### src/rtl/game_end_pkg.sv
// Shared types and helpers for the end-of-game monitor.
// Cause selection is fixed priority: the lowest set index wins.
package game_end_pkg;

    typedef enum logic [2:0] {IDLE, PLAY, GRACE, ENDING, OVER} end_state_t;

    function automatic int lowestSet(input logic [31:0] v);
        int idx;
        idx = 0;
        for (int i = 31; i >= 0; i--) begin
            if (v[i]) idx = i;
        end
        return idx;
    endfunction

endpackage

### src/rtl/game_end_monitor_if.sv
// Condition/status bundle between the collision logic (master) and the
// end-of-game monitor (slave).
interface game_end_monitor_if #(
    parameter int N_COND = 3,
    parameter int LIVES  = 3
);
    localparam int CW = (N_COND > 1) ? $clog2(N_COND) : 1;
    localparam int LW = $clog2(LIVES + 1);

    logic              start;
    logic [N_COND-1:0] cond;
    logic              playing;
    logic              invulnerable;
    logic              ending;
    logic              end_game;
    logic              end_pulse;
    logic [CW-1:0]     end_cause;
    logic [LW-1:0]     lives_left;

    modport master (
        output start, cond,
        input  playing, invulnerable, ending, end_game, end_pulse, end_cause, lives_left
    );

    modport slave (
        input  start, cond,
        output playing, invulnerable, ending, end_game, end_pulse, end_cause, lives_left
    );

endinterface

### src/rtl/game_end_monitor_timer.sv
// Loadable saturating down-counter; one instance serves both the grace
// window and the ending dwell since those phases never overlap.
module game_timer #(
    parameter int W = 5
) (
    input  logic         clk,
    input  logic         reset,
    input  logic         load,
    input  logic [W-1:0] loadValue,
    input  logic         en,
    output logic         zero
);
    logic [W-1:0] count;

    always_ff @(posedge clk) begin
        if (reset)
            count <= '0;
        else if (load)
            count <= loadValue;
        else if (en && count != '0)
            count <= count - W'(1);
    end

    assign zero = (count == '0);

endmodule

### src/rtl/game_end_monitor.sv
// Registered end-of-game monitor: lives/grace handling, cause latch,
// ENDING dwell and OVER hold until the next start.
module game_end_monitor
    import game_end_pkg::*;
#(
    parameter int                N_COND       = 3,
    parameter logic [N_COND-1:0] LIFE_MASK    = N_COND'(1),
    parameter int                LIVES        = 3,
    parameter int                GRACE_CYCLES = 16,
    parameter int                END_DELAY    = 4
) (
    input  logic            clk,
    input  logic            reset,
    game_end_monitor_if.slave bus
);
    localparam int CW   = (N_COND > 1) ? $clog2(N_COND) : 1;
    localparam int LW   = $clog2(LIVES + 1);
    localparam int TMAX = (GRACE_CYCLES > END_DELAY) ? GRACE_CYCLES : END_DELAY;
    localparam int TW   = $clog2(TMAX + 1);

    end_state_t        state, stateNext;
    logic [LW-1:0]     lives, livesNext;
    logic [CW-1:0]     cause, causeNext;
    logic              pulse;
    logic              tmrLoad, tmrEn, tmrZero;
    logic [TW-1:0]     tmrLoadVal;
    logic [N_COND-1:0] fatalVec, lifeVec;

    assign fatalVec = bus.cond & ~LIFE_MASK;
    assign lifeVec  = bus.cond & LIFE_MASK;

    game_timer #(.W(TW)) uTimer (
        .clk       (clk),
        .reset     (reset),
        .load      (tmrLoad),
        .loadValue (tmrLoadVal),
        .en        (tmrEn),
        .zero      (tmrZero)
    );

    always_comb begin
        stateNext  = state;
        livesNext  = lives;
        causeNext  = cause;
        tmrLoad    = 1'b0;
        tmrLoadVal = '0;
        tmrEn      = 1'b0;
        case (state)
            IDLE, OVER: begin
                if (bus.start) begin
                    stateNext = PLAY;
                    livesNext = LW'(LIVES);
                    causeNext = '0;
                end
            end
            PLAY: begin
                if (fatalVec != '0) begin
                    stateNext  = ENDING;
                    causeNext  = CW'(lowestSet(32'(fatalVec)));
                    tmrLoad    = 1'b1;
                    tmrLoadVal = TW'(END_DELAY - 1);
                end else if (lifeVec != '0 && lives <= LW'(1)) begin
                    // Last life: go straight to the end sequence instead of wrapping.
                    stateNext  = ENDING;
                    livesNext  = '0;
                    causeNext  = CW'(lowestSet(32'(lifeVec)));
                    tmrLoad    = 1'b1;
                    tmrLoadVal = TW'(END_DELAY - 1);
                end else if (lifeVec != '0) begin
                    stateNext  = GRACE;
                    livesNext  = lives - LW'(1);
                    tmrLoad    = 1'b1;
                    tmrLoadVal = TW'(GRACE_CYCLES - 1);
                end
            end
            GRACE: begin
                if (fatalVec != '0) begin
                    stateNext  = ENDING;
                    causeNext  = CW'(lowestSet(32'(fatalVec)));
                    tmrLoad    = 1'b1;
                    tmrLoadVal = TW'(END_DELAY - 1);
                end else if (tmrZero) begin
                    stateNext = PLAY;
                end else begin
                    tmrEn = 1'b1;
                end
            end
            ENDING: begin
                if (tmrZero) stateNext = OVER;
                else         tmrEn     = 1'b1;
            end
            default: stateNext = IDLE;
        endcase
    end

    always_ff @(posedge clk) begin
        if (reset) begin
            state <= IDLE;
            lives <= LW'(LIVES);
            cause <= '0;
            pulse <= 1'b0;
        end else begin
            state <= stateNext;
            lives <= livesNext;
            cause <= causeNext;
            // Strobe only on the ENDING->OVER edge; a held start cannot suppress it.
            pulse <= (state == ENDING) && (stateNext == OVER);
        end
    end

    assign bus.playing      = (state == PLAY) || (state == GRACE);
    assign bus.invulnerable = (state == GRACE);
    assign bus.ending       = (state == ENDING);
    assign bus.end_game     = (state == OVER);
    assign bus.end_pulse    = pulse;
    assign bus.end_cause    = cause;
    assign bus.lives_left   = lives;

endmodule

### src/flat_wrapper.sv
// flat-port wrapper written by rule: the top's interface ports become plain ports
module game_end_monitor_flat import game_end_pkg::*;
#(
    parameter int                N_COND       = 3,
    parameter logic [N_COND-1:0] LIFE_MASK    = N_COND'(1),
    parameter int                LIVES        = 3,
    parameter int                GRACE_CYCLES = 16,
    parameter int                END_DELAY    = 4
)
  (clk, reset, bus_start, bus_cond, bus_playing, bus_invulnerable, bus_ending, bus_end_game, bus_end_pulse, bus_end_cause, bus_lives_left);
  game_end_monitor_if #(.N_COND(N_COND), .LIVES(LIVES)) bus_i ();
  input  logic clk;
  input  logic reset;
  input wire logic [$bits(bus_i.start)-1:0] bus_start;
  input wire logic [$bits(bus_i.cond)-1:0] bus_cond;
  output wire logic [$bits(bus_i.playing)-1:0] bus_playing;
  output wire logic [$bits(bus_i.invulnerable)-1:0] bus_invulnerable;
  output wire logic [$bits(bus_i.ending)-1:0] bus_ending;
  output wire logic [$bits(bus_i.end_game)-1:0] bus_end_game;
  output wire logic [$bits(bus_i.end_pulse)-1:0] bus_end_pulse;
  output wire logic [$bits(bus_i.end_cause)-1:0] bus_end_cause;
  output wire logic [$bits(bus_i.lives_left)-1:0] bus_lives_left;
  assign bus_i.start = bus_start;
  assign bus_i.cond = bus_cond;
  assign bus_playing = bus_i.playing;
  assign bus_invulnerable = bus_i.invulnerable;
  assign bus_ending = bus_i.ending;
  assign bus_end_game = bus_i.end_game;
  assign bus_end_pulse = bus_i.end_pulse;
  assign bus_end_cause = bus_i.end_cause;
  assign bus_lives_left = bus_i.lives_left;
  game_end_monitor #(.N_COND(N_COND), .LIFE_MASK(LIFE_MASK), .LIVES(LIVES), .GRACE_CYCLES(GRACE_CYCLES), .END_DELAY(END_DELAY)) u_core (.clk(clk), .reset(reset), .bus(bus_i));
endmodule
### config.mk
export PLATFORM = sky130hd
export DESIGN_NAME = game_end_monitor_flat
export DESIGN_NICKNAME = d
export VERILOG_FILES = /design/src/rtl/game_end_pkg.sv /design/src/rtl/game_end_monitor_if.sv /design/src/rtl/game_end_monitor_timer.sv /design/src/rtl/game_end_monitor.sv /design/src/flat_wrapper.sv
export SDC_FILE = /design/constraint.sdc
export NUM_CORES = 1
export LEC_CHECK = 0
export ABC_AREA = 0
export CAP_MARGIN = 5
export CORE_MARGIN = 8
export CORE_UTILIZATION = 40
export DETAILED_ROUTE_END_ITERATION = 8
export HOLD_SLACK_MARGIN = 0.12
export PLACE_DENSITY = 0.64
export SYNTH_ARGS = -nofsm -noshare
export SYNTH_HDL_FRONTEND = slang
export SYNTH_HIERARCHICAL = 1
export SYNTH_SLANG_ARGS = --single-unit
### constraint.sdc
create_clock -name clk -period 6 [get_ports clk]
set_input_delay 0.6 -clock clk [delete_from_list [all_inputs] [get_ports clk]]
set_output_delay 0.6 -clock clk [all_outputs]
set_load 0.02 [all_outputs]
==> summary.md, run 1 <==
| Metric | Value |
|---|---|
| Post_cts resized | 0 |
| Ant. Diodes | 0 |
| Post-CTS Setup Inserts | 0 |
| Number of remaining DRC errors | 0 |
| DR vias | 731 |
| Synth Area in XOR/XNOR | 1.06% |
| Final Hold Viols | 0 |
| Initial Util | 42.0% |
| Post-synth cell types | 37 |
| H-tree levels | 1 |
| Worst VDD drop | 223 uV |
| Avg Vias per Cell | 5.34 |
| IO buf count | 14 |
| Mux contribution to synthesized area | 0% |
| Crit-path slowest cell | dfxtp_1 |
| Seq pwr share | 30.7% |
| Pleak | 0.000374 uW |
| Seq cells post-synth | 13 |
| Core footprint | 1960 um^2 |
| Final period utilization | 40.2% |
| Final min period | 2410 ps |
| Filler instances | 219 |
| Pwr per Cell Area | 488 nW/um^2 |
| Avg Cell Area, Syn | 8.49 um^2 |
| Hold Path Class | reg -> reg |
| DR WL/cell | 12.5 um |
| Relative slew slack | 47.3% |
| Die ar. | 3770 um^2 |
| Clk buf depth | 2 |
| All-Layer GR Usage | 10.0% |
| Least-Margin Pin Slew | 788 ps |
| Compound-gate portion of the synthesized area | 28.6% |
| Power share of the clock group | 11.2% |
| Final wirelength | 1.71 mm |
| FF+latch area | 260 um^2 |
| Die extent in x | 61.4 um |
| Final Util | 49.9% |
| Placer Congestion | 0.781 |
| Int Power | 254 uW |
| Initial antenna violation count | 0 |
| Buf/Inv on CP | 2 |
| Fin Clk Skew | 2.67 ps |
| Post-synthesis adder-cell area fraction | 3.04% |
| TritonCTS clock tree | done |
| Worst EP required | 6170 ps |
| 1st-iter DRT viols | 13 |
| Nets | 119 |
| Vias in the first global route | 699 |
| Async S/R FF share, synth | 0% |
| Hold Buf Count CTS | 0 |
| Die H | 61.4 um |
| First-pass GRT wire length | 2.86 mm |
| Slowest cell delay on critical path | 350 ps |
| Main combinational cell family by area after synthesis | compound AO/OA/AOI/OAI gates |
| Grt ovf | 0 |
| Worst path cell trace | inv_1 -> ha_1 -> or4b_1 -> inv_1 -> nor2_1 -> o21a_1 -> nand2_1 -> or3_1 -> a221oi_1 |
| Share of cells above drive strength 1 | 10.0% |
| Root Driver | clkbuf_4 |
| Endpoint class of the critical path | flip-flop |
| Worst-Skew Late Latency | 270 ps |
| Pins over their slew limit | 0 |
| Setup Crit Path Kind | reg -> reg |
| Status | complete, no violations |
| Combinational share of power | 58.1% |
| Area Overhead vs Synth | 18.8% |
| Setup_tns | 0 ps |
| Max-cap violations | 0 |
| Place WS | 3360 ps |
| Register area share after synthesis | 31.6% |
| Mapped Cells | 97 |
| CP dominant cell by count | inv_1 |
| First-pass DRT Iterations | 4 |
| Crit-path max FO | 7 |
| Detailed Place HPWL | 1.32 mm |
| Main flop type after synthesis | dfxtp_1 |
| Sw Pwr | 224 uW |
| Ports | 15 |
| Antenna viol nets, final | 0 |
| Simple-Gate Fraction of Synth Area | 25.7% |
| Worst Setup Start Kind | flip-flop |
| Worst hold margin | 499 ps |
| Cts bufs inserted | 3 |
| Net Sw Frac | 46.9% |
| Kind of cell adding the most delay to the critical path | simple AND/OR/NAND/NOR gates |
| Setup ws final | 3590 ps |
| Achievable frequency | 415 MHz |
| Cell Count Post-Placement | 133 |
| Area occupied by multi-input gates | 484 um^2 |
| Pin count of the biggest net entering global routing | 13 |
| Mapped Nets | 105 |
| RSZ-0062 raised after global routing | false |
| Crit path DAT | 2580 ps |
| Row count | 16 |
| Post-synth EDFFs | 0 |
| YS warnings | 6 |
| Sink Count | 13 |
| Cell area after synthesis | 823 um^2 |
| CTS clk-pin slew, worst paths | 80 ps |
| Post-Layout Cell Count | 137 |
| Setup-failing EPs final | 0 |
## cell usage in the layout (no fill, tap or decap), types with 2 or more instances in the layout
cell type,n
a2111oi_2,2
a21o_1,2
a21oi_1,5
a311oi_1,2
a32o_1,2
clkbuf_4,3
clkdlybuf4s50_1,14
dfxtp_1,13
ha_1,2
inv_1,9
nand2_1,7
nand2b_1,4
nor2_1,15
nor2b_1,2
nor3_1,4
o21a_1,2
o21ai_1,2
## sequential cells by signal, indices dropped and copies added, names as in the netlist
name	cells
u_core/uTimer/count	5
u_core/state	3
u_core/bus.end_cause	2
u_core/bus.lives_left	2
u_core/bus.end_pulse	1
## cell type report
type                            instances  area share, %
Clock buffer                            4           2.69
Inverter                                9           3.45
Multi-Input combinational cell         70           49.5
Sequential cell                        13           26.6
Tap cell                               27           3.45
Timing Repair Buffer                   14           14.3
## metrics by stage
stage	power, uW	area [um^2]
floorplan	377	823
detailed placement	426	952
CTS	481	978
global route	518	978
global placement	420	952
finish	478	978
## Yosys cell counts (2+ instances only)
library cell  count  share of area, %
nand2b_1          4               3.0
a311oi_1          2               2.1
inv_1             9               4.1
nand2_1           7               3.2
a21o_1            2               1.8
a32o_1            2               2.4
dfxtp_1          13                32
buf_6             3               4.1
a2111oi_2         2               3.6
nor2b_1           2               1.5
nor2_1           15               6.8
a21oi_1           5               3.0
o21a_1            2               1.8
nor3_1            4               2.4
o21ai_1           2               1.2
ha_1              2               3.0
## path summary, 6_finish.rpt
| kind | startpoint | endpoint | slack (ps) | depth (start not counted) |
|---|---|---|---|---|
| hold / removal | u_core/bus.end_cause[0] | u_core/bus.end_cause[0] | 500 | 1 |
| setup reg to reg | u_core/uTimer/count[1] | u_core/uTimer/count[2] | 3590 | 9 |
| setup / recovery | u_core/uTimer/count[1] | u_core/uTimer/count[2] | 3590 | 9 |
| hold reg to reg | u_core/bus.end_cause[0] | u_core/bus.end_cause[0] | 500 | 1 |
## worst reg2reg max path: cells and delay by family (launching register included)
family / cells / cell delay [ps]
buf+inv: 2 / 220
simple gates: 4 / 970
fa+ha+maj: 1 / 200
flops: 1 / 350
compound gates: 2 / 570
## kinds of logic (layout without fill, tap and decap cells)
| kind of cell | count (synthesis) | count (layout) |
|---|---|---|
| simple gates | 40 | 40 |
| buf+inv | 14 | 27 |
| other cells | 1 | 1 |
| xor+xnor | 1 | 1 |
| fa+ha+maj | 2 | 2 |
| flops | 13 | 13 |
| compound gates | 26 | 26 |
## layer usage
metal	wire, um	part of all wire (%)	vias up	GRT usage, %
met1	785	46	349	10.8
met2	846	49	8	17.2
met5	0	0	-	0
met4	30	1.8	0	6.82
li1	-	-	370	-
met3	49	2.9	4	2.09
## power groups by stage
stage               clock network, uW  logic [uW]  registers, uW
floorplan                           0         241            136
global placement                    0         273            147
detailed placement                  0         278            148
CTS                              56.8         279            145
global route                     60.3         308            150
finish                           53.7         277            147
No activity file was read; power rests on OpenSTA's default activity.
==> inputs of run 2 (changes only) <==
- clock period: 6 -> 2.5 ns (I/O delays scaled with it)
==> run 2 against run 1 <==
  * Core utilization rose by 0.77 points
  * Final area up 1.5%
  * Clock skew is 1.8 ps lower
  * Final cell count rose by 1.5%
  * Via count decreased by 2.7%
  * Routed wire length down 0.64%
  * Power increased by 150%
  * Count of clock-buffer cells in the layout unchanged
  * Sequential share of layout area down 0.40 points
  * First-iteration DRC count is the same
==> summary.md, run 2 (same netlist as run 1, synthesis figures left out) <==
| Metric | Value |
|---|---|
| Final Hold Viols | 0 (unchanged) |
| All-Layer GR Usage | 10.1% (+0.072 points) |
| CTS clk-pin slew, worst paths | 70 ps (about the same) |
| DR vias | 711 (-2.7%) |
| Achievable frequency | 463 MHz (+12%) |
| Die ar. | 3770 um^2 (unchanged) |
| Sink Count | 13 (unchanged) |
| Crit-path slowest cell | or3_1 |
| Hold wc startpoint | u_core/bus.end_cause[0] |
| Max reg flops | 5 (unchanged) |
| Biggest regs | u_core/uTimer/count x5, u_core/state x3 |
| Cts bufs inserted | 3 (unchanged) |
| Commonest non-fill, non-tap cell in the layout | nor2_1 |
| Pwr per Cell Area | 1190 nW/um^2 (+140%) |
| Vias in the first global route | 676 (-3.3%) |
| Ant. Diodes | 0 (unchanged) |
| Buf/Inv on CP | 2 (unchanged) |
| DP Area | 967 um^2 (+1.6%) |
| Root Driver | clkbuf_4 |
| Fin Clk Skew | 0.825 ps (-1.84 ps) |
| CP dominant cell by count | inv_1 |
| Detailed Place HPWL | 1.36 mm (+3.5%) |
| Status | complete, no violations |
| Hold Buf Count CTS | 0 (unchanged) |
| Share of cells above drive strength 1 | 11.6% (+1.6 points) |
| Final period utilization | 86.4% (+46 points) |
| Worst EP required | 2670 ps (-3500 ps) |
| Worst Setup Start Kind | flip-flop |
| Final min period | 2160 ps (-252 ps) |
| Kind of cell adding the most delay to the critical path | simple AND/OR/NAND/NOR gates |
| Area Overhead vs Synth | 20.7% |
| Nets | 121 (+1.7%) |
| Max-cap violations | 0 (unchanged) |
| Ports | 15 (unchanged) |
| Setup-failing EPs final | 0 (unchanged) |
| H-tree levels | 1 (unchanged) |
| Final Util | 50.6% (+0.77 points) |
| Most frequent cells in the layout | nor2_1 (15), clkdlybuf4s50_1 (14), dfxtp_1 (13) |
| Initial Util | 42.0% (unchanged) |
| Largest register by flop count | u_core/uTimer/count |
| Pin count of the biggest net entering global routing | 13 (unchanged) |
| TritonCTS clock tree | done |
| Final instance area | 993 um^2 (+1.5%) |
| R2r worst-path depth | 9 (unchanged) |
| Crit-path max FO | 7 (unchanged) |
| RSZ-0062 raised after global routing | false |
| Pins over their slew limit | 0 (unchanged) |
| Hold Path Class | reg -> reg |
| Final wirelength | 1.70 mm (-0.64%) |
| Crit path from | u_core/uTimer/count[0] |
| Die extent in x | 61.4 um (unchanged) |
| Worst VDD drop | 575 uV (+160%) |
| Number of remaining DRC errors | 0 (unchanged) |
| Crit path DAT | 2330 ps (-250 ps) |
| 1st-iter DRT viols | 13 (unchanged) |
| Endpoint class of the critical path | flip-flop |
| Setup Crit Path Kind | reg -> reg |
| Core footprint | 1960 um^2 (unchanged) |
| DR WL/cell | 12.2 um (-2.1%) |
| Least-Margin Pin Slew | 608 ps (-179 ps) |
| First-pass GRT wire length | 2.84 mm (-0.73%) |
| Critical register-to-register path startpoint | u_core/uTimer/count[0] |
| Post-CTS Setup Inserts | 0 (unchanged) |
| Row count | 16 (unchanged) |
| Grt ovf | 0 (unchanged) |
| Hold Crit Depth | 1 (unchanged) |
| Setup_tns | 0 ps (unchanged) |
| Reg2Reg Setup Slack | 340 ps (-3250 ps) |
| WP depth | 9 (unchanged) |
| Die H | 61.4 um (unchanged) |
| Avg Vias per Cell | 5.12 (-4.1%) |
| Worst-Skew Late Latency | 260 ps (about the same) |
| First-pass DRT Iterations | 4 (unchanged) |
| Pleak | 0.000384 uW (+2.6%) |
| Worst path cell trace | inv_1 -> ha_1 -> or4b_1 -> inv_1 -> nor2_1 -> o21a_1 -> nand2_1 -> or3_1 -> a221oi_1 |
| Post_cts resized | 0 (unchanged) |
| Relative slew slack | 59.3% (+12 points) |
| Placer Congestion | 0.775 (-0.83%) |
| Clk buf depth | 2 (unchanged) |
| Antenna viol nets, final | 0 (unchanged) |
| Slowest cell delay on critical path | 360 ps (about the same) |
| Initial antenna violation count | 0 (unchanged) |
| IO buf count | 14 (unchanged) |
## run 2: routing by layer
metal	up-vias	global-route usage [%]	wire length, um
met4	0	5.84	10
met2	6	17.3	880
met1	327	10.5	759
met5	-	0	0
met3	2	3.34	51
li1	376	-	-
## run 2: final timing paths
path | endpoint
min reg2reg | u_core/bus.end_cause[0]
max reg2reg | u_core/uTimer/count[2]
min | u_core/bus.end_cause[0]
max | u_core/uTimer/count[2]
## run 2: layout make-up
class                      instances  area [um^2]
clock buffer                       4         26.3
fill                             213          968
sequential                        13          260
inverter                           9         33.8
timing repair buffer              16          155
tap                               27         33.8
multi-input combinational         70          484
## run 2: per-stage QoR
stage	total power (uW)	hold WS [ps]	setup WS, ps	cells
after CTS	1200	511	341	139
after detailed placement	1070	492	303	135
after global placement	1060	487	337	135
after floorplan	904	319	475	97
final	1180	505	341	139
after global routing	1300	527	170	139
## run 2: report_power, final
part	total, uW	internal (uW)	switching [uW]	leakage (uW)
clock	125	61.7	62.9	0.0000150
sequential	349	273	76.3	0.000107
combinational	710	308	402	0.000262
total	1180	643	541	0.000384
==> inputs of run 3 (changes only) <==
- SLEW_MARGIN: unset -> 20
==> results of run 3 <==
No change in the layout: final DEF, timing and power equal those of run 2.
